==> src/rtl/velocity_loop_pkg.sv <==
// Shared types and helpers for the multi-axis velocity loop.
// Contents:
//   state_t   - sequencer states of the time-multiplexed channel sweep
//   INTEG_W   - width of the per-channel saturating integrator
//   clamp_sym - symmetric saturation of a 32-bit signed value to +/-limit
package velocity_loop_pkg;

  typedef enum logic [2:0] {
    IDLE,
    RAMP,
    ERR,
    MAC,
    WRITE
  } state_t;

  localparam int INTEG_W = 24;

  function automatic logic signed [31:0] clamp_sym(input logic signed [31:0] value,
                                                   input logic signed [31:0] limit);
    if (value > limit) begin
      return limit;
    end else if (value < -limit) begin
      return -limit;
    end else begin
      return value;
    end
  endfunction

endpackage

==> src/rtl/pi_datapath.sv <==
// Combinational P/I arithmetic shared by every channel of the velocity loop.
// Ports:
//   err        - ramped setpoint minus actual velocity (VEL_W+1 bits, signed)
//   kp, ki     - unsigned proportional / integral gains
//   integ      - current integrator of the channel being processed
//   block_pos  - previous sweep clamped high: refuse positive accumulation
//   block_neg  - previous sweep clamped low: refuse negative accumulation
//   p_reg      - proportional term registered during MAC
//   ramp_sp    - ramped setpoint, used directly in open-loop mode
//   open_loop  - bypass the PI terms and hold the integrator at zero
//   p_next     - kp*err
//   integ_next - integrator after this update (saturated, anti-windup aware)
//   gain       - clamped output gain
//   sat        - the output gain was clamped
module pi_datapath
  import velocity_loop_pkg::*;
#(
  parameter int VEL_W     = 16,
  parameter int GAIN_W    = 10,
  parameter int OUT_SHIFT = 4
) (
  input  logic signed [VEL_W:0]       err,
  input  logic        [7:0]           kp,
  input  logic        [7:0]           ki,
  input  logic signed [INTEG_W-1:0]   integ,
  input  logic                        block_pos,
  input  logic                        block_neg,
  input  logic signed [VEL_W+8:0]     p_reg,
  input  logic signed [VEL_W-1:0]     ramp_sp,
  input  logic                        open_loop,
  output logic signed [VEL_W+8:0]     p_next,
  output logic signed [INTEG_W-1:0]   integ_next,
  output logic signed [GAIN_W-1:0]    gain,
  output logic                        sat
);

  // An 8-bit unsigned gain times a VEL_W+1 bit error always fits VEL_W+9 signed bits.
  localparam int PW        = VEL_W + 9;
  localparam int GAIN_LIM  = (1 << (GAIN_W - 1)) - 1;
  localparam int INTEG_LIM = (1 << (INTEG_W - 1)) - 1;

  logic signed [PW-1:0] kp_ext, ki_ext, err_ext, i_inc;
  logic signed [31:0]   inc_ext, integ_ext, p_ext, ramp_ext;
  logic signed [31:0]   acc_sum, acc_clamped, out_raw, out_sel, out_clamped;
  logic                 inc_pos, inc_neg;

  always_comb begin
    kp_ext  = {{(PW - 8){1'b0}}, kp};
    ki_ext  = {{(PW - 8){1'b0}}, ki};
    err_ext = {{(PW - VEL_W - 1){err[VEL_W]}}, err};
    p_next  = kp_ext * err_ext;
    i_inc   = ki_ext * err_ext;

    inc_ext   = {{(32 - PW){i_inc[PW-1]}}, i_inc};
    integ_ext = {{(32 - INTEG_W){integ[INTEG_W-1]}}, integ};
    p_ext     = {{(32 - PW){p_reg[PW-1]}}, p_reg};
    ramp_ext  = {{(32 - VEL_W){ramp_sp[VEL_W-1]}}, ramp_sp};

    acc_sum     = integ_ext + inc_ext;
    acc_clamped = clamp_sym(acc_sum, INTEG_LIM);
    inc_pos     = !i_inc[PW-1] && (i_inc != '0);
    inc_neg     = i_inc[PW-1];

    // Anti-windup: keep the integrator where it is if it would push further
    // into the clamp that held on the previous sweep.
    if (open_loop) begin
      integ_next = '0;
    end else if ((block_pos && inc_pos) || (block_neg && inc_neg)) begin
      integ_next = integ;
    end else begin
      integ_next = acc_clamped[INTEG_W-1:0];
    end

    out_raw     = (p_ext + integ_ext) >>> OUT_SHIFT;
    out_sel     = open_loop ? (ramp_ext >>> (VEL_W - GAIN_W)) : out_raw;
    out_clamped = clamp_sym(out_sel, GAIN_LIM);
    gain        = out_clamped[GAIN_W-1:0];
    sat         = (out_clamped != out_sel);
  end

endmodule

==> src/rtl/multi_axis_velocity_loop.sv <==
// Multi-channel PI velocity loop with setpoint ramping, sharing one datapath.
// Each update_strobe snapshots all inputs and sweeps the channels, spending
// one cycle per channel in each of RAMP, ERR, MAC and WRITE.
// Ports:
//   clk, reset       - rising-edge clock, asynchronous active-low reset
//   enable           - per-channel loop enable
//   open_loop        - per-channel PI bypass (output follows the ramp)
//   update_strobe    - control-rate tick that starts a sweep
//   desired_velocity - packed signed setpoints, channel k in slice k
//   actual_velocity  - packed signed measured velocities
//   kp, ki           - shared unsigned PI gains
//   accel_limit      - maximum setpoint change per update
//   output_gain      - packed signed registered gains
//   busy, done       - sweep in progress / one-cycle completion pulse
//   saturated        - per-channel clamp flag from the last sweep
//   overrun          - sticky: a strobe arrived while busy
module multi_axis_velocity_loop
  import velocity_loop_pkg::*;
#(
  parameter int NUM_CH    = 2,
  parameter int VEL_W     = 16,
  parameter int GAIN_W    = 10,
  parameter int OUT_SHIFT = 4
) (
  input  logic                      clk,
  input  logic                      reset,
  input  logic [NUM_CH-1:0]         enable,
  input  logic [NUM_CH-1:0]         open_loop,
  input  logic                      update_strobe,
  input  logic [NUM_CH*VEL_W-1:0]   desired_velocity,
  input  logic [NUM_CH*VEL_W-1:0]   actual_velocity,
  input  logic [7:0]                kp,
  input  logic [7:0]                ki,
  input  logic [VEL_W-2:0]          accel_limit,
  output logic [NUM_CH*GAIN_W-1:0]  output_gain,
  output logic                      busy,
  output logic                      done,
  output logic [NUM_CH-1:0]         saturated,
  output logic                      overrun
);

  localparam int CH_W = (NUM_CH > 1) ? $clog2(NUM_CH) : 1;

  state_t state_q, state_d;
  logic [CH_W-1:0] ch;
  logic            last_ch;

  logic [NUM_CH-1:0]        en_q, ol_q;
  logic [7:0]               kp_q, ki_q;
  logic [VEL_W-2:0]         acc_q;
  logic signed [VEL_W-1:0]  des_q   [NUM_CH];
  logic signed [VEL_W-1:0]  act_q   [NUM_CH];
  logic signed [VEL_W-1:0]  ramp_sp [NUM_CH];
  logic signed [INTEG_W-1:0] integ  [NUM_CH];
  logic signed [GAIN_W-1:0] gain_q  [NUM_CH];
  logic [NUM_CH-1:0]        sat_q;

  logic signed [VEL_W:0]    err_q, err_next;
  logic signed [VEL_W+8:0]  p_q, p_next;
  logic signed [INTEG_W-1:0] integ_next;
  logic signed [GAIN_W-1:0] gain_next;
  logic                     sat_next;

  logic signed [VEL_W:0]    ramp_diff, ramp_lim, ramp_step, ramp_sum;
  logic signed [VEL_W-1:0]  ramp_next;

  assign last_ch = (ch == CH_W'(NUM_CH - 1));
  assign busy    = (state_q != IDLE);

  for (genvar g = 0; g < NUM_CH; g++) begin : g_out
    assign output_gain[g*GAIN_W +: GAIN_W] = gain_q[g];
  end
  assign saturated = sat_q;

  always_ff @(posedge clk or negedge reset) begin
    if (!reset) begin
      state_q <= IDLE;
    end else begin
      state_q <= state_d;
    end
  end

  always_comb begin
    state_d = state_q;
    case (state_q)
      IDLE:    if (update_strobe) state_d = RAMP;
      RAMP:    state_d = ERR;
      ERR:     state_d = MAC;
      MAC:     state_d = WRITE;
      WRITE:   state_d = last_ch ? IDLE : RAMP;
      default: state_d = IDLE;
    endcase
  end

  // The ramp step is the setpoint gap clamped to +/-accel_limit; since it never
  // overshoots the target the sum stays inside the VEL_W range, even at -2^(VEL_W-1).
  always_comb begin
    ramp_diff = {des_q[ch][VEL_W-1], des_q[ch]} - {ramp_sp[ch][VEL_W-1], ramp_sp[ch]};
    ramp_lim  = {2'b00, acc_q};
    if (ramp_diff > ramp_lim) begin
      ramp_step = ramp_lim;
    end else if (ramp_diff < -ramp_lim) begin
      ramp_step = -ramp_lim;
    end else begin
      ramp_step = ramp_diff;
    end
    ramp_sum  = {ramp_sp[ch][VEL_W-1], ramp_sp[ch]} + ramp_step;
    ramp_next = ramp_sum[VEL_W-1:0];
    err_next  = {ramp_sp[ch][VEL_W-1], ramp_sp[ch]} - {act_q[ch][VEL_W-1], act_q[ch]};
  end

  pi_datapath #(
    .VEL_W     (VEL_W),
    .GAIN_W    (GAIN_W),
    .OUT_SHIFT (OUT_SHIFT)
  ) u_pi (
    .err        (err_q),
    .kp         (kp_q),
    .ki         (ki_q),
    .integ      (integ[ch]),
    .block_pos  (sat_q[ch] && !gain_q[ch][GAIN_W-1]),
    .block_neg  (sat_q[ch] && gain_q[ch][GAIN_W-1]),
    .p_reg      (p_q),
    .ramp_sp    (ramp_sp[ch]),
    .open_loop  (ol_q[ch]),
    .p_next     (p_next),
    .integ_next (integ_next),
    .gain       (gain_next),
    .sat        (sat_next)
  );

  // A disabled channel tracks its measured velocity so it re-enables bumplessly.
  always_ff @(posedge clk or negedge reset) begin
    if (!reset) begin
      ch      <= '0;
      done    <= 1'b0;
      overrun <= 1'b0;
      en_q    <= '0;
      ol_q    <= '0;
      kp_q    <= '0;
      ki_q    <= '0;
      acc_q   <= '0;
      err_q   <= '0;
      p_q     <= '0;
      sat_q   <= '0;
      for (int i = 0; i < NUM_CH; i++) begin
        des_q[i]   <= '0;
        act_q[i]   <= '0;
        ramp_sp[i] <= '0;
        integ[i]   <= '0;
        gain_q[i]  <= '0;
      end
    end else begin
      done <= 1'b0;
      if (update_strobe && (state_q != IDLE)) begin
        overrun <= 1'b1;
      end
      case (state_q)
        IDLE: begin
          if (update_strobe) begin
            ch    <= '0;
            en_q  <= enable;
            ol_q  <= open_loop;
            kp_q  <= kp;
            ki_q  <= ki;
            acc_q <= accel_limit;
            for (int i = 0; i < NUM_CH; i++) begin
              des_q[i] <= desired_velocity[i*VEL_W +: VEL_W];
              act_q[i] <= actual_velocity[i*VEL_W +: VEL_W];
            end
          end
        end
        RAMP:  ramp_sp[ch] <= en_q[ch] ? ramp_next : act_q[ch];
        ERR:   err_q <= err_next;
        MAC: begin
          p_q       <= p_next;
          integ[ch] <= en_q[ch] ? integ_next : '0;
        end
        WRITE: begin
          gain_q[ch] <= en_q[ch] ? gain_next : '0;
          sat_q[ch]  <= en_q[ch] && sat_next;
          if (last_ch) begin
            done <= 1'b1;
          end else begin
            ch <= ch + 1'b1;
          end
        end
        default: ;
      endcase
    end
  end

endmodule

==> config.mk <==
export PLATFORM = sky130hd
export DESIGN_NAME = multi_axis_velocity_loop
export DESIGN_NICKNAME = d
export VERILOG_FILES = /design/src/rtl/velocity_loop_pkg.sv /design/src/rtl/pi_datapath.sv /design/src/rtl/multi_axis_velocity_loop.sv
export SDC_FILE = /design/constraint.sdc
export NUM_CORES = 1
export LEC_CHECK = 0
export ABC_CLOCK_PERIOD_IN_PS = 20700
export BUFFER_PORTS_ARGS = -buffer_cell sky130_fd_sc_hd__clkbuf_2
export CAP_MARGIN = 20
export CORE_ASPECT_RATIO = 1.1
export CORE_MARGIN = 5
export CORE_UTILIZATION = 57
export DETAILED_ROUTE_END_ITERATION = 10
export PLACE_DENSITY = 0.73
export REMOVE_ABC_BUFFERS = 1
export SLEW_MARGIN = 20
export SYNTH_ARGS = -nofsm -noshare
export SYNTH_HDL_FRONTEND = slang
export SYNTH_SLANG_ARGS = --single-unit
==> constraint.sdc <==
create_clock -name clk -period 20.7 [get_ports clk]
set_clock_uncertainty 0.05 [all_clocks]
set_input_delay 3.105 -clock clk [delete_from_list [all_inputs] [get_ports clk]]
set_output_delay 3.105 -clock clk [all_outputs]
set_load 0.02 [all_outputs]
==> out/results.txt <==
Status: finished clean
Layout cells sized above 1: 11.6%
DR iter-0 viols: 1319
Post-CTS setup buffers: 0
Crit path kind: flip-flop to flip-flop
Crit-path slowest cell: dfrtp_1
Layout area overhead: 7.93%
Tot GR Track Use: 27.2%
Reg-to-Reg End: integ[0]$_DFFE_PN0P_
Hold buffers post-CTS: 0
Fin. Hold Viols: 0
Crit-path max FO: 41
Via count: 21400
Data required time of the worst path: 21.15 ns
# setup viols final: 0
Reg clk slew, reported paths: 0.07 ns
First-pass GRT wire length: 114000 um
R2R setup slack: 11.20 ns
Remaining antenna violation count: 0
Most frequent cells in the layout: nand2_1 (383), inv_1 (344), dfrtp_1 (248)
Hold Startpoint: overrun$_DFFE_PN0P_
Gpl congestion: 0.957
DP HPWL: 53900 um
Minimum clock period: 9.50 ns
Starting density of the core: 57.7%
Setup TNS: 0 ns
CTS tree: yes
Number of enable flip-flop cells after synthesis: 0
WL/cell: 19.1 um
HP Class: flip-flop to flip-flop
Worst R2R Path Depth: 30
Pin count of the biggest net entering global routing: 106
Slew Limit Headroom: 21.9%
Total Wirelength: 69300 um
Die Wd: 215 um
Cell variety after synth: 79
Die ar.: 50600 um^2
Syn Area/Cell: 8.86 um^2
Reg2Reg Launch Point: ki_q[5]$_DFFE_PN0P_
Clock sink count: 249
Yosys warning count: 0
Max incr delay on CP: 0.78 ns
Synth Register Bits: 249
Die Ht: 235 um
Cts repair resizes: 0
IO Pins: 127
Initial antenna violation count: 0
Overflow after GRT: 0
Clock Path Buffers: 3
Clock Root Buffer: clkbuf_16
Min-Delay Path Depth: 1
Drt pass-1 iters: 5
Drc violations: 0
Worst slew pin tran: 1.17 ns
Critical Path AT: 9.95 ns
Synthesized area: 26300 um^2
CTS buffer count: 28
Core area: 45700 um^2
Port Buffer Count: 126
Synth async-reset ratio: 100%
Synth Flop Type: dfrtp_1
Clk_lat worst skew: 0.57 ns
Max-slew violation count: 0
Fin crit share: 45.9%
Commonest non-fill, non-tap cell in the layout: nand2_1
RSZ-0062 raised after global routing: false
CTS HTree Levels: 1
Register area share after synthesis: 23.7%
Post-Syn Instances: 2972
Final nets: 3566
Vias in the first global route: 22700
Max Cap Viol: 0
Max Freq: 105 MHz
Via/cell ratio: 5.89
CP Launch Type: flip-flop
Hold EP: overrun$_DFFE_PN0P_
Endpoint type of the worst setup path: flip-flop
Antenna fix cells: 0
FP Rows: 82
[registers in the layout (all words and copies together) (netlist names), 3 cells and up]
register / cells
act_q: 32
p_q: 25
integ: 48
state_q: 3
output_gain: 20
ramp_sp: 32
kp_q: 8
ki_q: 8
des_q: 32
err_q: 17
acc_q: 15
[stage by stage]
step / setup slack, ns / area (um^2) / hold slack [ns] / utilization (%) / cells
after floorplan: 10.60 / 25800 / 0.388 / - / 2846
after global placement: 11.70 / 27300 / 0.389 / 59.9 / 3574
after detailed placement: 11.48 / 27300 / 0.395 / 59.9 / 3574
after CTS: 11.44 / 28400 / 0.410 / 62.2 / 3625
after global routing: 10.69 / 28400 / 0.424 / 62.2 / 3626
final: 11.20 / 28400 / 0.409 / 62.2 / 3626
[cells by family after synthesis]
logic type / count (synthesis) / synth area share, %
compound gates: 620 / 14.8
xor+xnor: 124 / 4.12
fa+ha+maj: 447 / 27.4
buf+inv: 471 / 6.78
flops: 249 / 23.7
mux: 176 / 7.32
simple gates: 885 / 15.9
[cells in the mapped netlist, drive strengths merged (23+ instances only)]
cell type | count | area [um^2]
nand2 | 383 | 1440
inv | 344 | 1290
dfrtp | 249 | 6230
ha | 231 | 2890
o21ai | 228 | 1150
fa | 216 | 4320
and2 | 171 | 1070
mux2 | 133 | 1500
nor2 | 122 | 458
a21oi | 113 | 577
clkbuf | 108 | 405
xnor2 | 90 | 788
a21o | 56 | 420
a31oi | 55 | 344
nand3 | 55 | 275
mux2i | 43 | 430
nor3 | 43 | 215
xor2 | 34 | 298
o21a | 26 | 195
or3 | 23 | 144
[layer usage]
metal | global-route usage [%] | vias up | wire [um]
li1 | - | 10100 | -
met1 | 32.4 | 10500 | 27500
met2 | 50.5 | 553 | 35900
met3 | 2.50 | 167 | 2680
met4 | 11.1 | 0 | 3160
met5 | 0 | - | 0
[critical path, delay by kind of cell, from the launching register on]
family,cells,cell delay [ns]
xor+xnor,1,0.41
compound gates,14,3.82
buf+inv,5,0.57
fa+ha+maj,6,2.77
flops,1,0.78
simple gates,4,1.03
[worst max path at each step]
stage,startpoint,to,slack [ns],cells past startpoint
after floorplan,ch$_DFFE_PN0P_,ramp_sp[14]$_DFFE_PN0P_,10.60,33
after global placement,ch$_DFFE_PN0P_,ramp_sp[30]$_DFFE_PN0P_,11.70,39
after detailed placement,ch$_DFFE_PN0P_,ramp_sp[14]$_DFFE_PN0P_,11.48,39
after CTS,ki_q[5]$_DFFE_PN0P_,integ[0]$_DFFE_PN0P_,11.44,30
after global routing,ki_q[5]$_DFFE_PN0P_,integ[24]$_DFFE_PN0P_,10.69,30
final,ki_q[5]$_DFFE_PN0P_,integ[0]$_DFFE_PN0P_,11.20,30
[final cells by class]
class	instances	area, um^2
well taps	588	736
inverters	345	1290
clock inverters	19	305
flip-flops and latches	249	6230
fillers	3863	17200
clock buffers	32	746
repair buffers	141	764
multi-input cells	2252	18300
Power is not shown: default switching activity piles up to over one toggle a cycle in this logic, so the estimate is an artifact.
